===== src/rtl/ct_spsram_pkg.sv =====
// ct_spsram_pkg: shared types and constants for the single-port SRAM
// requester controller (ct_spsram_req_ctrl) and its response FIFO.
package ct_spsram_pkg;

   // Controller states; RUN is terminal until the next reset
   typedef enum logic [1:0] {
      RESET = 2'b00,
      INIT  = 2'b01,
      RUN   = 2'b10
   } ctrl_state_e;

   // Number of read responses that can be parked while the consumer stalls
   localparam int RSP_FIFO_DEPTH = 2;

   // Width of an occupancy count able to hold 0..RSP_FIFO_DEPTH
   localparam int RSP_CNT_W = 2;

   // Occupancy value meaning "no room left"
   function automatic logic [RSP_CNT_W-1:0] rspFullCnt();
      return RSP_CNT_W'(RSP_FIFO_DEPTH);
   endfunction

endpackage


===== src/rtl/ct_spsram_rsp_fifo.sv =====
// ct_spsram_rsp_fifo: two-entry response buffer holding SRAM read data
// that the consumer could not take in the cycle it came back.
// Push and pop may happen in the same cycle, including when full.
module ct_spsram_rsp_fifo
   import ct_spsram_pkg::*;
#(
   parameter int DATA_WIDTH = 128
)
(
   input  logic                  clk_i,
   input  logic                  rst_i,
   input  logic                  push_i,
   input  logic [DATA_WIDTH-1:0] push_data_i,
   input  logic                  pop_i,
   output logic [RSP_CNT_W-1:0]  cnt_o,
   output logic [DATA_WIDTH-1:0] head_o
);

   logic [DATA_WIDTH-1:0] entry_q [RSP_FIFO_DEPTH];
   logic                  wrPtr_q;
   logic                  wrPtr_d;
   logic                  rdPtr_q;
   logic                  rdPtr_d;
   logic [RSP_CNT_W-1:0]  cnt_q;
   logic [RSP_CNT_W-1:0]  cnt_d;
   logic                  doPush;
   logic                  doPop;

   // Qualify push/pop against occupancy and compute next pointers and count
   always_comb begin
      doPop   = pop_i && (cnt_q != '0);
      doPush  = push_i && ((cnt_q != rspFullCnt()) || doPop);
      wrPtr_d = wrPtr_q ^ doPush;
      rdPtr_d = rdPtr_q ^ doPop;
      cnt_d   = cnt_q;
      if (doPush && !doPop) begin
         cnt_d = cnt_q + RSP_CNT_W'(1);
      end else if (!doPush && doPop) begin
         cnt_d = cnt_q - RSP_CNT_W'(1);
      end
   end

   // Pointers and count are cleared by reset, which discards queued data
   always_ff @(posedge clk_i or posedge rst_i) begin
      if (rst_i) begin
         wrPtr_q <= 1'b0;
         rdPtr_q <= 1'b0;
         cnt_q   <= '0;
      end else begin
         wrPtr_q <= wrPtr_d;
         rdPtr_q <= rdPtr_d;
         cnt_q   <= cnt_d;
      end
   end

   // Data storage needs no reset; only entries covered by the count are read
   always_ff @(posedge clk_i) begin
      if (doPush) begin
         entry_q[wrPtr_q] <= push_data_i;
      end
   end

   assign cnt_o  = cnt_q;
   assign head_o = entry_q[rdPtr_q];

endmodule


===== src/rtl/ct_spsram_req_ctrl.sv =====
// ct_spsram_req_ctrl: requester-side controller for a single-port SRAM
// macro (active-low CEN/GWEN/WEN, one-cycle read latency). Turns a
// valid/ready request stream into SRAM pin activity and returns read data
// on a valid/ready response channel backed by a 2-entry buffer.
// Optional feature macro: CT_SPSRAM_INIT_EN adds a zero-fill of the whole
// array after reset before traffic is accepted.
module ct_spsram_req_ctrl
   import ct_spsram_pkg::*;
#(
   parameter int ADDR_WIDTH = 13,
   parameter int DATA_WIDTH = 128
)
(
   input  logic                  forever_cpuclk,
   input  logic                  cpurst,
   input  logic                  req_vld,
   output logic                  req_rdy,
   input  logic                  req_wr,
   input  logic [ADDR_WIDTH-1:0] req_addr,
   input  logic [DATA_WIDTH-1:0] req_wdata,
   input  logic [DATA_WIDTH-1:0] req_wmask,
   output logic                  rsp_vld,
   input  logic                  rsp_rdy,
   output logic [DATA_WIDTH-1:0] rsp_rdata,
   output logic                  init_done,
   output logic                  sram_cen,
   output logic                  sram_gwen,
   output logic [DATA_WIDTH-1:0] sram_wen,
   output logic [ADDR_WIDTH-1:0] sram_a,
   output logic [DATA_WIDTH-1:0] sram_d,
   input  logic [DATA_WIDTH-1:0] sram_q
);

   ctrl_state_e           state_q;
   logic                  initDone_q;
`ifdef CT_SPSRAM_INIT_EN
   logic [ADDR_WIDTH-1:0] initCnt_q;
`endif
   logic                  rdInflight_q;
   logic                  rdInflight_d;
   logic                  runState;
   logic [RSP_CNT_W-1:0]  fifoCnt;
   logic [RSP_CNT_W-1:0]  slotsUsed;
   logic                  fifoEmpty;
   logic                  fifoPush;
   logic                  fifoPop;
   logic [DATA_WIDTH-1:0] fifoHead;
   logic                  accept;

   // Controller FSM: leaves RESET on the first edge after reset release,
   // zero-fills the array when enabled, then parks in RUN
   always_ff @(posedge forever_cpuclk or posedge cpurst) begin
      if (cpurst) begin
         state_q    <= RESET;
         initDone_q <= 1'b0;
`ifdef CT_SPSRAM_INIT_EN
         initCnt_q  <= '0;
`endif
      end else begin
         case (state_q)
            RESET: begin
`ifdef CT_SPSRAM_INIT_EN
               state_q    <= INIT;
`else
               state_q    <= RUN;
               initDone_q <= 1'b1;
`endif
            end
            INIT: begin
`ifdef CT_SPSRAM_INIT_EN
               initCnt_q <= initCnt_q + ADDR_WIDTH'(1);
               if (&initCnt_q) begin
                  state_q    <= RUN;
                  initDone_q <= 1'b1;
               end
`else
               state_q <= RESET;
`endif
            end
            RUN: begin
               state_q <= RUN;
            end
            default: begin
               state_q <= RESET;
            end
         endcase
      end
   end

   assign init_done = initDone_q;
   assign runState  = (state_q == RUN);

   // Reads are only admitted while a response slot is guaranteed free, so
   // the buffer can never overflow; writes need no slot
   always_comb begin
      slotsUsed = fifoCnt + RSP_CNT_W'(rdInflight_q);
      req_rdy   = runState && (req_wr || (slotsUsed < rspFullCnt()));
      accept    = req_vld && req_rdy;
   end

   // SRAM pins follow the accepted request combinationally; during zero-fill
   // the init counter owns the port instead
   always_comb begin
      sram_cen  = 1'b1;
      sram_gwen = 1'b1;
      sram_wen  = '1;
      sram_a    = req_addr;
      sram_d    = req_wdata;
`ifdef CT_SPSRAM_INIT_EN
      if (state_q == INIT) begin
         sram_cen  = 1'b0;
         sram_gwen = 1'b0;
         sram_wen  = '0;
         sram_a    = initCnt_q;
         sram_d    = '0;
      end else
`endif
      if (accept) begin
         sram_cen = 1'b0;
         if (req_wr) begin
            sram_gwen = 1'b0;
            sram_wen  = ~req_wmask;
         end
      end
   end

   // A read accepted this cycle has its data on sram_q next cycle
   always_comb begin
      rdInflight_d = accept && !req_wr;
   end

   // Track the read whose data is arriving from the SRAM this cycle
   always_ff @(posedge forever_cpuclk or posedge cpurst) begin
      if (cpurst) begin
         rdInflight_q <= 1'b0;
      end else begin
         rdInflight_q <= rdInflight_d;
      end
   end

   // Older buffered data goes first; returning data bypasses the buffer only
   // when nothing is queued ahead of it and the consumer takes it right away
   always_comb begin
      fifoEmpty = (fifoCnt == '0);
      fifoPop   = !fifoEmpty && rsp_rdy;
      fifoPush  = rdInflight_q && !(fifoEmpty && rsp_rdy);
      rsp_vld   = !fifoEmpty || rdInflight_q;
      rsp_rdata = fifoEmpty ? sram_q : fifoHead;
   end

   ct_spsram_rsp_fifo #(
      .DATA_WIDTH (DATA_WIDTH)
   ) u_rsp_fifo (
      .clk_i       (forever_cpuclk),
      .rst_i       (cpurst),
      .push_i      (fifoPush),
      .push_data_i (sram_q),
      .pop_i       (fifoPop),
      .cnt_o       (fifoCnt),
      .head_o      (fifoHead)
   );

endmodule


===== config.mk =====
export PLATFORM = sky130hd
export DESIGN_NAME = ct_spsram_req_ctrl
export DESIGN_NICKNAME = d
export VERILOG_FILES = /design/src/rtl/ct_spsram_pkg.sv /design/src/rtl/ct_spsram_rsp_fifo.sv /design/src/rtl/ct_spsram_req_ctrl.sv
export SDC_FILE = /design/constraint.sdc
export NUM_CORES = 1
export LEC_CHECK = 0
export ABC_CLOCK_PERIOD_IN_PS = 6000
export CAP_MARGIN = 30
export CORE_AREA = 2 2 316 318
export CTS_CLUSTER_SIZE = 16
export DETAILED_ROUTE_END_ITERATION = 10
export DIE_AREA = 0 0 318 320
export DONT_BUFFER_PORTS = 1
export PLACE_DENSITY = 0.33
export SETUP_SLACK_MARGIN = 0.15
export SLEW_MARGIN = 5
export SYNTH_ARGS = -nofsm -noshare
export SYNTH_HDL_FRONTEND = slang
export SYNTH_SLANG_ARGS = --single-unit

===== constraint.sdc =====
create_clock -name forever_cpuclk -period 6 [get_ports forever_cpuclk]
set_input_delay 1.2 -clock forever_cpuclk [delete_from_list [all_inputs] [get_ports forever_cpuclk]]
set_output_delay 1.2 -clock forever_cpuclk [all_outputs]
set_load 0.01 [all_outputs]

==> results of run 1 <==
power groups by stage:
stage	clock, mW	sequential (mW)	combinational [mW]
global route	2.28	2.21	2.58
global placement	0	2.24	2.44
CTS	2.23	2.21	2.45
floorplan	0	2.21	2.25
finish	2.11	2.20	2.37
detailed placement	0	2.24	2.44
synthesized netlist by cell type:
master    instances
nor2_1           29
and3_1            1
inv_1             4
o211ai_1          1
nand2_1         130
and4b_1           1
xnor2_1           3
or3_1             1
buf_4           142
clkbuf_1          1
buf_12           12
nand2b_1          1
buf_2            27
conb_1            1
or2_1             1
nor2_4            1
xor2_1            3
mux2i_1         128
nor2_2           99
dfrtp_1           7
buf_6            16
a21oi_1           2
a21oi_2         126
clkbuf_4          1
ha_1              3
edfxtp_1        256
o21a_1            2
cells by family after synthesis:
group           synth area share
compound gates            0.0855
xor+xnor                 0.00396
fa+ha+maj                0.00283
buf+inv                    0.124
flops                      0.592
mux                       0.0964
other cells             0.000282
simple gates              0.0950
critical path: stages, from the launching register on:
cell     delay (ns)
dfrtp_1        0.45
or2_4          0.64
buf_4          0.57
nor2_2         0.08
a21oi_2        0.42
per-stage QoR:
step / cell area (um^2) / hold slack (ns) / utilization
after global routing: 14700 / 0.447 / 0.150
final: 14700 / 0.452 / 0.150
after CTS: 14600 / 0.412 / 0.149
after global placement: 13400 / 0.489 / 0.137
after detailed placement: 13400 / 0.515 / 0.137
after floorplan: 13300 / 0.461 / -
state kept, by name, indices dropped and copies added, names as in the netlist:
signal,count
u_rsp_fifo.wrPtr_q,1
u_rsp_fifo.rdPtr_q,1
init_done,1
u_rsp_fifo.cnt_o,2
u_rsp_fifo.entry_q,256
state_q,1
rdInflight_q,1
layout by cell type (no fill, tap or decap), types with 2 or more instances in the layout:
cell type / count
a21oi_1: 2
a21oi_2: 126
buf_12: 4
buf_16: 2
buf_4: 7
bufinv_16: 2
clkbuf_1: 4
clkbuf_16: 38
clkinv_1: 10
clkinv_2: 7
dfrtp_1: 6
diode_2: 16
edfxtp_1: 256
ha_4: 2
inv_1: 4
mux2i_1: 128
nand2_1: 130
nor2_1: 29
nor2_2: 99
o21a_1: 2
xnor2_1: 3
xor2_1: 3
layout make-up:
cell class              instances  area (um^2)
flip-flops and latches        263         7870
fillers                     10807        83300
clock inverters                24          194
diodes                         16         40.0
multi-input cells             533         3810
inverters                       4         15.0
repair buffers                 13          188
well taps                    1287         1610
clock buffers                  42          966
routing by layer:
metal / vias to the layer above / wire [um]
met5: - / 260
met4: 12 / 2200
met3: 163 / 6720
met2: 466 / 19300
met1: 3408 / 17100
li1: 3093 / -
how the worst max path moves through the flow:
stage	startpoint	cells past startpoint	to
floorplan	rsp_rdy	3	u_rsp_fifo.entry_q[1][0]
global placement	req_wr	2	sram_wen[5]
detailed placement	req_wr	2	sram_wen[5]
CTS	u_rsp_fifo.cnt_o[1]	4	rsp_rdata[80]
global route	u_rsp_fifo.cnt_o[0]	4	rsp_rdata[46]
finish	u_rsp_fifo.cnt_o[0]	4	rsp_rdata[46]
==> impl_metrics.env, run 1 <==
export IMPL_ys_ff_latch=263
export IMPL_start_util=0.136
export IMPL_worst_slew_margin_rel=0.440
export IMPL_ioPinCount=804
export IMPL_h_tree_depth=2
export IMPL_ir_worst_vdd_v=0.000190
export IMPL_antenna_found_initial=22
export IMPL_p_comb_frac=0.354
export IMPL_met1_usage=0.0938
export IMPL_instances_no_fill=2182
export IMPL_synth_top_area_share=0.579
export IMPL_p_sw_mw=2.57
export IMPL_insertion_delay_ns=0.58
export IMPL_worst_pin_slew_ns=0.840
export IMPL_yosys_warnings=0
export IMPL_drc=0
export IMPL_syn_cell_area_um2=13300
export IMPL_power_mw=6.67
export IMPL_p_leak_nw=4.47
export IMPL_r2r_end="u_rsp_fifo.cnt_o[1]"
export IMPL_arrival_ns=2.80
export IMPL_rsz0062_at_grt="no"
export IMPL_worstRegToRegCells=7
export IMPL_num_vias=7142
export IMPL_overflow=0
export IMPL_core_rowCount=115
export IMPL_clkSlewWorstSetupHoldPaths_ns=0.05
export IMPL_die_h_um=320
export IMPL_synthCells=999
export IMPL_antenna_left=0
export IMPL_ys_top_cells_by_area="edfxtp_1 58%, mux2i_1 9.6%, a21oi_2 8.3%"
export IMPL_vias_per_cell=3.27
export IMPL_ff2ff_setup_slack_ns=3.46
export IMPL_setup_viol=0
export IMPL_maxCapViolations=0
export IMPL_status="complete, no violations"
export IMPL_r2r_start="u_rsp_fifo.cnt_o[0]"
export IMPL_core_um2=98000
export IMPL_dieArea_um2=102000
export IMPL_post_cts_buffers=0
export IMPL_fmax_mhz=250
export IMPL_drive_above_1_share=0.337
export IMPL_grt_pass1_vias=6945
export IMPL_min_period_ns=4.00
export IMPL_post_cts_resized=0
export IMPL_final_period_utilization=0.667
export IMPL_skew_ns=0.0182
export IMPL_dpl_worst_slack_ns=2.33
export IMPL_synth_fp_nets=1404
export IMPL_holdBufCountCts=0
export IMPL_p_int_mw=4.11
export IMPL_routed_wl_um=45600
export IMPL_swShare=0.385
export IMPL_cts_tree="built"
export IMPL_crit_path_end_kind="output port"
export IMPL_hpwl_um=33600
export IMPL_use_met3=0.0583
export IMPL_met2_usage=0.121
export IMPL_clk_path_buf_depth=3
export IMPL_nNetsFinal=1257
export IMPL_portBuffers=0
export IMPL_required_ns=4.80
export IMPL_syn_area_per_cell_um2=13.3
export IMPL_start_kind="flop"
export IMPL_grt_usage=0.0853
export IMPL_drv_slew=0
export IMPL_synth_cell_types=27
export IMPL_critical_path_class="reg2out"
export IMPL_hold_violations=0
export IMPL_synth_seq_area_share=0.592
export IMPL_p_per_area_nw_per_um2=455
export IMPL_grt_busiest_layer="met2"
export IMPL_die_w_um=318
export IMPL_numCtsBuffers=37
export IMPL_fin_tns_setup_ns=0
export IMPL_cts_root_buf="clkbuf_16"
export IMPL_p_seq_frac=0.330
export IMPL_p_clk_frac=0.315
export IMPL_wire_per_inst_um=20.9
export IMPL_worst_slack_ns=2.00
export IMPL_yosysTopAreaCell="edfxtp_1"
export IMPL_worstHoldPathType="in2async"
export IMPL_path_max_fanout=46
export IMPL_gp_congestion=1.14
export IMPL_grt_max_degree=130
export IMPL_clock_sinks=263
export IMPL_numPlacedInstances=2098
export IMPL_drt_initial_drc_count=491
export IMPL_grt_pass1_wl_um=60500
export IMPL_drtPass1Iterations=4
export IMPL_area_delta_synth_final_pct=10.5
Note: power is estimated with default switching activity, not from simulation.
==> run 2, diff against run 1 <==
--- a/config.mk
+++ b/config.mk
@@ -5,14 +5,15 @@
 export SDC_FILE = /design/constraint.sdc
 export NUM_CORES = 1
 export LEC_CHECK = 0
-export ABC_CLOCK_PERIOD_IN_PS = 6000
+export ABC_AREA = 1
+export ABC_CLOCK_PERIOD_IN_PS = 3490
 export CAP_MARGIN = 30
-export CORE_AREA = 2 2 316 318
+export CORE_AREA = 2 2 309 311
 export CTS_CLUSTER_SIZE = 16
 export DETAILED_ROUTE_END_ITERATION = 10
-export DIE_AREA = 0 0 318 320
+export DIE_AREA = 0 0 311 313
 export DONT_BUFFER_PORTS = 1
-export PLACE_DENSITY = 0.33
+export PLACE_DENSITY = 0.34
 export SETUP_SLACK_MARGIN = 0.15
 export SLEW_MARGIN = 5
 export SYNTH_ARGS = -nofsm -noshare
==> constraint.sdc (replaced) <==
create_clock -name forever_cpuclk -period 3.49 [get_ports forever_cpuclk]
set_input_delay 0.698 -clock forever_cpuclk [delete_from_list [all_inputs] [get_ports forever_cpuclk]]
set_output_delay 0.698 -clock forever_cpuclk [all_outputs]
set_load 0.01 [all_outputs]
==> run 2 against run 1 <==
Against the previous run:
- register-to-register slack worse by 2.5 ns
- non-clock buffer count grew 35
- final cell count is 6.5% higher
- clock skew rose by 0.015 ns
- critical path depth increased by 1
- sequential share of layout area increased by 1.1 points
- total power increased by 70%
- first-iteration DRC count is 38% higher
- critical endpoint is now rsp_rdata[54]
- count of clock-buffer cells in the layout decreased by 2
- cell area decreased by 2.0%
==> impl_metrics.env, run 2 <==
export IMPL_die_h_um=313
export IMPL_grt_usage=0.116
export IMPL_synth_cell_types=21
export IMPL_clkSlewWorstSetupHoldPaths_ns=0.07
export IMPL_worstHoldPathType="in2async"
export IMPL_yosys_area_share_xor_xnor=0.00138
export IMPL_drtPass1Iterations=5
export IMPL_num_vias=8524
export IMPL_nNetsFinal=1432
export IMPL_grt_max_degree=132
export IMPL_worst_slack_ns=0.384
export IMPL_ioPinCount=804
export IMPL_dpl_cell_area_um2=13300
export IMPL_syn_cell_area_um2=12700
export IMPL_r2r_end="u_rsp_fifo.entry_q[0][71]"
export IMPL_p_seq_frac=0.333
export IMPL_antenna_found_initial=6
export IMPL_ys_ff_latch=263
export IMPL_antenna_left=0
export IMPL_arrival_ns=2.41
export IMPL_hpwl_um=46100
export IMPL_p_sw_mw=4.50
export IMPL_overflow=0
export IMPL_fmax_mhz=322
export IMPL_syn_area_per_cell_um2=10.7
export IMPL_numCtsBuffers=34
export IMPL_cts_tree="built"
export IMPL_final_util=0.153
export IMPL_post_cts_buffers=0
export IMPL_startpoint="u_rsp_fifo.cnt_o[0]"
export IMPL_synth_adder_area_share=0.00296
export IMPL_worst_slew_margin_rel=0.593
export IMPL_endpoint="rsp_rdata[54]"
export IMPL_core_rowCount=113
export IMPL_worstRegToRegCells=7
export IMPL_dieArea_um2=97300
export IMPL_ir_worst_vdd_v=0.000364
export IMPL_instances_no_fill=2323
export IMPL_ys_top_cells_by_area="edfxtp_1 61%, buf_4 8.6%, nand2_1 7.9%"
export IMPL_p_int_mw=6.84
export IMPL_synth_edff_count=256
export IMPL_wire_per_inst_um=25.6
export IMPL_start_kind="flop"
export IMPL_r2r_start="u_rsp_fifo.cnt_o[0]"
export IMPL_synth_seq_area_share=0.620
export IMPL_grt_pass1_wl_um=77600
export IMPL_p_leak_nw=4.43
export IMPL_yosys_cell_count_top_type="nand2_1"
export IMPL_insertion_delay_ns=0.55
export IMPL_swShare=0.397
export IMPL_die_w_um=311
export IMPL_portBuffers=0
export IMPL_fin_tns_setup_ns=0
export IMPL_rsz0062_at_grt="no"
export IMPL_skew_ns=0.0329
export IMPL_worst_pin_slew_ns=0.608
export IMPL_synth_simple_area_share=0.184
export IMPL_required_ns=2.79
export IMPL_clock_sinks=263
export IMPL_h_tree_depth=2
export IMPL_drive_above_1_share=0.0970
export IMPL_crit_path_end_kind="output port"
export IMPL_final_cell_mix="266 x nand2_1, 256 x edfxtp_1, 130 x nand4_1"
export IMPL_status="complete, no violations"
export IMPL_p_per_area_nw_per_um2=788
export IMPL_core_um2=94200
export IMPL_yosysTopAreaCell="edfxtp_1"
export IMPL_path_max_fanout=98
export IMPL_synth_fp_nets=1589
export IMPL_hold_violations=0
export IMPL_drc=0
export IMPL_ff2ff_setup_slack_ns=0.99
export IMPL_drt_initial_drc_count=679
export IMPL_synth_top_area_share=0.606
export IMPL_start_util=0.135
export IMPL_top_register="u_rsp_fifo.entry_q"
export IMPL_min_period_ns=3.11
export IMPL_maxCapViolations=0
export IMPL_holdBufCountCts=0
export IMPL_area_delta_synth_final_pct=13.5
export IMPL_synth_top_cells_by_count="266 x nand2_1, 256 x edfxtp_1, 146 x buf_4, 130 x nand4_1"
export IMPL_muxShareOfSynthArea=0
export IMPL_final_common_cell="nand2_1"
export IMPL_fillers=10594
export IMPL_numPlacedInstances=2256
export IMPL_p_clk_frac=0.311
export IMPL_p_comb_frac=0.356
export IMPL_synth_compound_area_frac=0.0641
export IMPL_setup_viol=0
export IMPL_critical_path_class="reg2out"
export IMPL_synth_top_family_by_area="simple AND/OR/NAND/NOR gates"
export IMPL_gp_congestion=0.916
export IMPL_fin_area_um2=14400
export IMPL_vias_per_cell=3.67
export IMPL_synthCells=1184
export IMPL_dpl_worst_slack_ns=0.899
export IMPL_final_period_utilization=0.890
export IMPL_drv_slew=0
export IMPL_grt_pass1_vias=8325
export IMPL_post_cts_resized=0
export IMPL_clk_path_buf_depth=3
export IMPL_synthArstFlopShare=0.0266
export IMPL_largest_reg_flops=256
export IMPL_routed_wl_um=59400
export IMPL_synth_main_ff_cell="edfxtp_1"
export IMPL_yosys_warnings=0
export IMPL_cts_root_buf="clkbuf_16"
run 2: cell count changes in the layout (fill, tap and decap cells not counted), sizes merged, moves of 5 or more:
cell,before,now
a21oi,128,1
a31oi,0,128
buf,13,48
clkinv,19,14
diode,16,6
inv,6,15
mux2i,128,0
nand2,130,267
nand3,0,6
nand4,0,130
run 2: area by class of cell:
cell class / count / area [um^2] / share of cell area
diodes: 6 / 15.0 / 0.00104
flip-flops and latches: 263 / 7870 / 0.547
clock inverters: 21 / 208 / 0.0144
clock buffers: 40 / 895 / 0.0621
inverters: 13 / 51.3 / 0.00356
repair buffers: 48 / 536 / 0.0372
well taps: 1265 / 1580 / 0.110
multi-input cells: 667 / 3240 / 0.225
run 2: logic make-up after synthesis:
kind of cell / Yosys count
adders and majority gates: 3
AOI/OAI and AO/OA: 130
and+or+nand+nor: 531
other: 1
DFF: 263
buffers and inverters: 254
xor gates and xnor gates: 2
run 2: how the worst min path moves through the flow:
stage | from | end | slack [ns]
global placement | u_rsp_fifo.cnt_o[1] | u_rsp_fifo.cnt_o[1] | 0.51
floorplan | u_rsp_fifo.cnt_o[1] | u_rsp_fifo.cnt_o[1] | 0.46
detailed placement | u_rsp_fifo.cnt_o[1] | u_rsp_fifo.cnt_o[1] | 0.51
global route | cpurst | u_rsp_fifo.cnt_o[0] | 0.02
CTS | cpurst | u_rsp_fifo.cnt_o[0] | 0.002
finish | cpurst | u_rsp_fifo.cnt_o[0] | 0.03
run 2: per-stage QoR:
step | power (mW) | hold slack [ns]
after floorplan | 6.77 | 0.463
after global placement | 7.97 | 0.507
after detailed placement | 7.98 | 0.506
after CTS | 11.6 | 0.00231
after global routing | 12.0 | 0.0168
final | 11.3 | 0.0251
run 2: per-layer routing:
metal | GRT usage | wire length [um]
met3 | 0.0477 | 5600
met5 | 0.000967 | 0
met2 | 0.208 | 30200
met4 | 0.0707 | 4100
met1 | 0.110 | 19500
run 2: worst max-delay path, cell delays in order, from the launching register on:
cell     delay (ns)
dfrtp_1        0.47
inv_2          0.11
nand2_8        0.19
buf_12         0.33
nor2_1         0.08
a31oi_1        0.48
run 2: power groups by stage:
stage / clock [mW] / combinational, mW / sequential, mW
floorplan: 0 / 3.01 / 3.76
global route: 3.78 / 4.43 / 3.79
detailed placement: 0 / 4.13 / 3.84
CTS: 3.67 / 4.15 / 3.78
global placement: 0 / 4.14 / 3.84
finish: 3.53 / 4.04 / 3.77
